`src/rtl/hilo_div_unit.sv`:
```
// Multi-cycle radix-2 restoring divider for DIV/DIVU.
// Results go to the HI/LO write path: hi = remainder, lo = quotient.
module hilo_div_unit #(
    parameter int unsigned WIDTH = 32,
    parameter int unsigned CNTW  = 6
) (
    input  logic             clk,
    input  logic             rst,
    input  logic             start,
    input  logic             signed_div,
    input  logic [WIDTH-1:0] a,
    input  logic [WIDTH-1:0] b,
    input  logic             annul,
    output logic             stall,
    output logic             ready,
    output logic [WIDTH-1:0] hi,
    output logic [WIDTH-1:0] lo
);

    typedef enum logic [1:0] {StIdle, StBusy, StDone} state_e;

    state_e           state_q, state_d;
    logic [CNTW-1:0]  cnt_q, cnt_d;
    logic [WIDTH-1:0] quo_q, quo_d;    // dividend bits shift out, quotient bits shift in
    logic [WIDTH-1:0] rem_q, rem_d;    // partial remainder
    logic [WIDTH-1:0] dvs_q, dvs_d;    // divisor magnitude
    logic             q_neg_q, q_neg_d;
    logic             r_neg_q, r_neg_d;
    logic [WIDTH-1:0] hi_q, hi_d;
    logic [WIDTH-1:0] lo_q, lo_d;

    logic             a_neg, b_neg;
    logic [WIDTH-1:0] a_mag, b_mag;
    logic [WIDTH:0]   shifted, trial;
    logic [WIDTH-1:0] quo_fix, rem_fix;

    // Operand magnitudes, trial subtraction and sign fix-up.
    always_comb begin
        a_neg   = signed_div & a[WIDTH-1];
        b_neg   = signed_div & b[WIDTH-1];
        a_mag   = a_neg ? -a : a;
        b_mag   = b_neg ? -b : b;
        shifted = {rem_q, quo_q[WIDTH-1]};
        // rem_q < divisor keeps the true difference within WIDTH+1 bits, so the MSB is the sign.
        trial   = shifted - {1'b0, dvs_q};
        quo_fix = q_neg_q ? -quo_q : quo_q;
        rem_fix = r_neg_q ? -rem_q : rem_q;
    end

    // Next-state and output logic.
    always_comb begin
        state_d = state_q;
        cnt_d   = cnt_q;
        quo_d   = quo_q;
        rem_d   = rem_q;
        dvs_d   = dvs_q;
        q_neg_d = q_neg_q;
        r_neg_d = r_neg_q;
        hi_d    = hi_q;
        lo_d    = lo_q;
        stall   = 1'b0;
        ready   = 1'b0;
        hi      = hi_q;
        lo      = lo_q;
        unique case (state_q)
            StIdle: begin
                if (start && !annul) begin
                    stall = 1'b1;
                    cnt_d = '0;
                    dvs_d = b_mag;
                    if (b == '0) begin
                        // Divide-by-zero: all-ones quotient, raw dividend as remainder, no fix-up.
                        quo_d   = '1;
                        rem_d   = a;
                        q_neg_d = 1'b0;
                        r_neg_d = 1'b0;
                        state_d = StDone;
                    end else begin
                        quo_d   = a_mag;
                        rem_d   = '0;
                        q_neg_d = a_neg ^ b_neg;
                        r_neg_d = a_neg;
                        state_d = StBusy;
                    end
                end
            end
            StBusy: begin
                stall = 1'b1;
                if (annul) begin
                    state_d = StIdle;
                end else begin
                    quo_d = {quo_q[WIDTH-2:0], ~trial[WIDTH]};
                    rem_d = trial[WIDTH] ? shifted[WIDTH-1:0] : trial[WIDTH-1:0];
                    cnt_d = cnt_q + CNTW'(1);
                    if (cnt_q == CNTW'(WIDTH - 1)) begin
                        state_d = StDone;
                    end
                end
            end
            StDone: begin
                state_d = StIdle;
                if (!annul) begin
                    ready = 1'b1;
                    hi    = rem_fix;
                    lo    = quo_fix;
                    hi_d  = rem_fix;
                    lo_d  = quo_fix;
                end
            end
            default: state_d = StIdle;
        endcase
    end

    // State and datapath registers.
    always_ff @(posedge clk or negedge rst) begin
        if (!rst) begin
            state_q <= StIdle;
            cnt_q   <= '0;
            quo_q   <= '0;
            rem_q   <= '0;
            dvs_q   <= '0;
            q_neg_q <= 1'b0;
            r_neg_q <= 1'b0;
            hi_q    <= '0;
            lo_q    <= '0;
        end else begin
            state_q <= state_d;
            cnt_q   <= cnt_d;
            quo_q   <= quo_d;
            rem_q   <= rem_d;
            dvs_q   <= dvs_d;
            q_neg_q <= q_neg_d;
            r_neg_q <= r_neg_d;
            hi_q    <= hi_d;
            lo_q    <= lo_d;
        end
    end

endmodule

```
`config.mk`:
```
export PLATFORM = sky130hd
export DESIGN_NAME = hilo_div_unit
export DESIGN_NICKNAME = d
export VERILOG_FILES = /design/src/rtl/hilo_div_unit.sv
export SDC_FILE = /design/constraint.sdc
export NUM_CORES = 1
export LEC_CHECK = 0
export ABC_AREA = 1
export CAP_MARGIN = 20
export CORE_MARGIN = 2
export CORE_UTILIZATION = 48
export DETAILED_ROUTE_END_ITERATION = 6
export PLACE_DENSITY = 0.77
export SYNTH_ARGS = -nofsm -noshare
export SYNTH_HDL_FRONTEND = slang
export SYNTH_SLANG_ARGS = --single-unit
```
`constraint.sdc`:
```
create_clock -name clk -period 4.92 [get_ports clk]
set_clock_uncertainty 0.1 [all_clocks]
set_input_delay 0.984 -clock clk [delete_from_list [all_inputs] [get_ports clk]]
set_output_delay 0.984 -clock clk [all_outputs]
set_load 0.1 [all_outputs]
```
==> Yosys cells after proc, flatten, opt, wreduce, memory -nomap -nowiden <==
Cells that the tools add are included.
{ "totals": {"register_bits": 170, "latchBits": 0, "ram_bits": 0, "rom_bits": 0, "in_bits": 69, "elab_cells": 64, "n_memories": 0} }
{ "classes": {"addsub": 6, "n_mul": 0, "n_div": 0, "magnitude_cmp": 0, "eq_ne": 6, "shifts": 0, "mux": 31, "bitwise_logic": 4, "n_reduce_logical": 8} }
{ "op_table": {"columns": ["operator", "count"], "rows": [
  ["two-way mux 32 bit", 15],
  ["negator 32 bit", 4],
  ["case mux 32 bit (2 select lines)", 2],
  ["subtractor 33 x 32 -> 33 bit", 1],
  ["logical NOT 32 bit", 1],
  ["two-way mux 6 bit", 2],
  ["case mux 6 bit (2 select lines)", 1],
  ["two-way mux 2 bit", 4],
  ["adder 6 x 1 -> 6 bit, second input constant", 1],
  ["== test 6 x 5 -> 1 bit, second input constant", 1],
  ["two-way mux 1 bit", 5],
  ["inequality test 2 bit, second input constant", 2],
  ["case mux 2 bit (2 select lines)", 1],
  ["AND reduction 2 bit", 2],
  ["inequality test 3 bit, second input constant", 1],
  ["AND reduction 3 bit", 1],
  ["bitwise AND 1 bit", 2],
  ["== test 2 x 1 -> 1 bit, second input constant", 1],
  ["== test 2 bit, second input constant", 1],
  ["logical NOT 2 bit", 1],
  ["case mux 1 bit (2 select lines)", 1],
  ["nonzero test 2 bit", 1],
  ["logical AND 1 bit", 1],
  ["logical NOT 1 bit", 1],
  ["other kinds (2)", 2]
]} }

==> Longest topological paths before layout <==
Gate-level depths: netlist (run 1).
{ "depth": {"word_depth": 5, "ltp_mapped": 19, "mapped_depth_nobuf": 19} }

==> Worst setup path before layout (run 1) <==
Ideal clock, no wire load.
{ "synth_timing": {"path_kind": "input-to-output", "start": "input port annul", "end": "output port lo[21]", "t_arrival_ns": 3.727, "path_slack_ns": 0.109, "stages": 5, "n_path_buf": 2, "cell_sequence": "inv_1 > nand2_1 > buf_1 > clkbuf_1 > o21ai_0"} }
{ "synth_via": {"elab_chain_len": 2} }
{ "synth_rtl": {"columns": ["item", "line_no", "rtl"], "rows": [
  ["from (decl)", "13", "input logic annul,"],
  ["two-way mux 32 bit", "102", "if (!annul) begin"],
  ["two-way mux 32 bit", null, null],
  ["to (decl)", "17", "output logic [WIDTH-1:0] lo"]
]} }
No other way between the ends.

==> Worst setup path after layout (run 1) <==
{ "layout_timing": {"start": "register rem_q[0]", "end": "output port hi[22]"} }
{ "layout_via": {"elab_chain_len": 4} }
{ "layout_rtl": {"columns": ["item", "line_no", "rtl"], "rows": [
  ["from (decl)", "25", "logic [WIDTH-1:0] rem_q, rem_d;"],
  ["from (signal assigned)", "130", "rem_q <= rem_d;"],
  ["negator 32 bit", "47", "rem_fix = r_neg_q ? -rem_q : rem_q;"],
  ["two-way mux 32 bit", "47", null],
  ["two-way mux 32 bit", "102", null],
  ["two-way mux 32 bit", "65", "unique case (state_q)"],
  ["to (decl)", "16", "output logic [WIDTH-1:0] hi,"]
]} }
No other way between the ends.

==> results of run 1 <==
-- routing by layer --
layer	routed length [um]	global-route usage, %	part of all wire, %
met2	16800	45.6	47
met1	16000	36.1	44
met5	0	0	0
met4	1150	10.3	3.2
met3	2140	2.95	5.9
-- kinds of logic (layout without fill, tap and decap cells) --
family / after synthesis / after routing / share of synthesized area [%]
AND/OR/NAND/NOR: 847 / 847 / 28.5
XOR/XNOR: 106 / 106 / 7.46
AO/OA/AOI/OAI: 353 / 353 / 16.6
flip-flops: 170 / 170 / 34.2
buffers and inverters: 289 / 408 / 9.16
multiplexers: 3 / 3 / 0.241
adder cells (fa/ha/maj): 38 / 38 / 3.88
-- worst reg2reg max path, delay by kind of cell (launching register included) --
kind,cells,cell delay [ps]
and+or+nand+nor,12,1680
AOI/OAI and AO/OA,1,140
DFF,1,320
buffers and inverters,2,190
adders and majority gates,2,680
-- power groups by stage --
stage          logic (mW)  clock network [mW]  registers (mW)
2_1_floorplan        5.29                   0            2.27
3_3_place_gp         6.85                   0            2.42
3_5_place_dp         6.93                   0            2.43
4_1_cts              6.96                1.35            2.41
5_1_grt              7.59                1.42            2.48
6_report             6.99                1.34            2.42
-- metrics by stage --
stage / worst slack, ps / hold WS (ps)
after CTS: 720 / 390
after detailed placement: 841 / 374
after global routing: 377 / 412
after floorplan: 109 / 349
after global placement: 901 / 363
final: 650 / 382
-- flip-flops by register name, indices dropped and copies added, names as in the netlist --
register	count
lo_q	32
hi_q	32
quo_q	32
dvs_q	32
cnt_q	6
q_neg_q	1
rem_q	32
r_neg_q	1
state_q	2
-- cells in the mapped netlist (all sizes together) (2+ instances only) --
cell and count:
nand3b 2, ha 37, o31ai 10, xor2 78, inv 228, o221ai 6, mux2i 3, o41ai 2
o32ai 3, xnor2 28, nor3b 2, o21a 13, nor2 188, dfrtp 170, nand4 16, clkbuf 43
nor3 22, buf 18, or2 8, a31oi 3, a22oi 19, o21ai 162, nand3 113, o22ai 8
o211ai 26, nor4 7, nand2 487, a21oi 80, o21bai 18
-- final cells by class --
cell class / count / area share, %
Clock buffer: 20 / 3.14
Clock inverter: 11 / 0.759
Inverter: 228 / 5.77
Multi-Input combinational cell: 1347 / 47.6
Sequential cell: 170 / 28.7
Tap cell: 330 / 2.78
Timing Repair Buffer: 149 / 11.3
-- worst max-delay path by stage --
stage                   from  endpoint
global placement       annul    hi[28]
floorplan              annul    lo[21]
CTS                 rem_q[0]    hi[22]
finish              rem_q[0]    hi[22]
global route        rem_q[0]    hi[22]
detailed placement     annul    lo[28]
==> metrics.txt, run 1 <==
Register-to-Register Setup Slack=1690 ps; post-layout total power=about 11 mW; series of cell instances along the critical path=inv_1 > ha_1 > nand3_1 > nor2_1 > nand2_1 > nor2_1 > nand2_1 > nand2_2 > nand2_1 > xor2_1 > o21ai_0 > buf_4; final core area utilization=58.6%; CP Buf/Inv Count=2; sink count of the clock tree=170; cell area after synthesis=between 10000 and 15000 um^2; cell chosen for the clock root=sky130_fd_sc_hd__clkbuf_16; Max stage delay on crit path=430 ps; core area=25300 um^2; main area contributors after synthesis=sky130_fd_sc_hd__dfrtp_1 (34%), sky130_fd_sc_hd__nand2_1 (15%), sky130_fd_sc_hd__inv_1 (6.8%); syn_nets=1913; number of flops mapped to enable cells by yosys=0; count of buffers added by post-CTS timing repair for setup=0; # resized after CTS=0; CTS Hold Bufs=0; count of max-cap constraint violations=0; initial antenna violation count=0; slowest cell on the critical path=sky130_fd_sc_hd__dfrtp_1; critical register-to-register path startpoint=quo_q[31]; Area growth, synth to finish=19.2%; Hold Path Depth=2; most used cell, CP=sky130_fd_sc_hd__nand2_1; DIE HEIGHT=165 um; number of placed cells counting well taps=~2200; via/cell ratio=5.43; First DRT Iteration DRCs=1126; fin crit share=between 80 and 90%; ANT nets after route=0; capture endpoint of the worst hold path=dvs_q[23]; worst reg2reg path depth=17; static leakage power=7.25 nW; switching pwr=about 6 mW; starting utilization of the core area=49.2%; sequential standard cell area=about 4300 um^2; instance count of the mapped netlist=roughly 1800; sum of negative setup slack=0 ps; number of CTS-inserted buffers=17; proportion of synthesized chip area in sequential cells=34.2%; row cnt=58; first-pass GRT wire length=58.5 mm; unrepaired setup endpoints after global routing=no; Pwr Density=around 720 nW/um^2; synthesized area divided by synthesized cell count=6.89 um^2; maximum number of pins on one net before global-route repair=110; final HPWL from detailed placement=about 28 mm; largest buffer count on any clock path=2; distinct cell type count of the synthesized netlist=53; Initial DRT Pass Iterations=5; overall die area=27200 um^2; clock latency reported for the late side of the worst-skew pair=about 430 ps; design area=14800 um^2; routed len/inst=16.0 um; residual DRC count=0; via count of the first global-routing pass=11600; number of nets in the final layout=2020; top cell type by total area after synthesis=sky130_fd_sc_hd__dfrtp_1; Critical R2R Capture=rem_q[22]; required time at the endpoint of the critical path=3840 ps; Most used DFF post-synth=sky130_fd_sc_hd__dfrtp_1; critical path depth=12; horizontal extent of the die=165 um; class of the tightest hold or removal check=register to register; Yosys top cell area share=34.2%; clk slew on worst S/H paths=70 ps; combined area of the multi-input logic cells=7070 um^2; transition at the pin with the smallest max-transition slack=992 ps; Ys Warns=0; Filler Cells Inserted=roughly 2400; sequential power share=22.5%; routability congestion estimate from global placement=0.915; global-route total usage across every layer=27.1%; Tmin final=4270 ps; H-tree depth reported by CTS=4; Routed Wire Length=roughly 36 mm; placed cell area=14200 um^2; relative max-transition margin=between 30 and 40%; fin. max-slew vios=0; Setup Viol. Count Final=0; Internal=4.79 mW; TritonCTS clock tree=yes; net switching fraction of the power=55.4%; commonest non-fill, non-tap cells in the layout=sky130_fd_sc_hd__nand2_1 (480), sky130_fd_sc_hd__inv_1 (224), sky130_fd_sc_hd__nor2_1 (179), sky130_fd_sc_hd__dfrtp_1 (170), sky130_fd_sc_hd__o21ai_0 (146); run status=complete, no violations; proportion of register bits with asynchronous set or reset after synthesis=100%; worst-path fanout max=4; Port Buffers=134; share of final-layout standard cells stronger than drive strength 1=under 10%; leftover overflow at the end of global routing=0; commonest non-fill, non-tap cell in the layout=sky130_fd_sc_hd__nand2_1; critical hold path startpoint=dvs_q[23]; non-filler instance count after layout=between 2000 and 2500; routed via count=12200; endpoint class of the critical path=output port; Max Freq=between 200 and 250 MHz; Worst Path Arrival=3190 ps; type of origin of the critical path=register; # IOs=135; maximum vdd ir drop=0.626 mV; #FFs+latches synth=between 150 and 200; final number of hold-violating endpoints=0; number of antenna diodes=0; power share of the combinational group=65.0%; Worst Setup Path Type=register to output port; Top delay family on crit path=simple AND/OR/NAND/NOR gates; fraction of power consumed by the clock network=12.5%
Power figures use the tool's default switching activity.
==> inputs of run 2 (changes only) <==
SLEW_MARGIN = 10   (was unset)
==> results of run 2 <==
Final layout, timing and power as in run 1 (identical DEF).
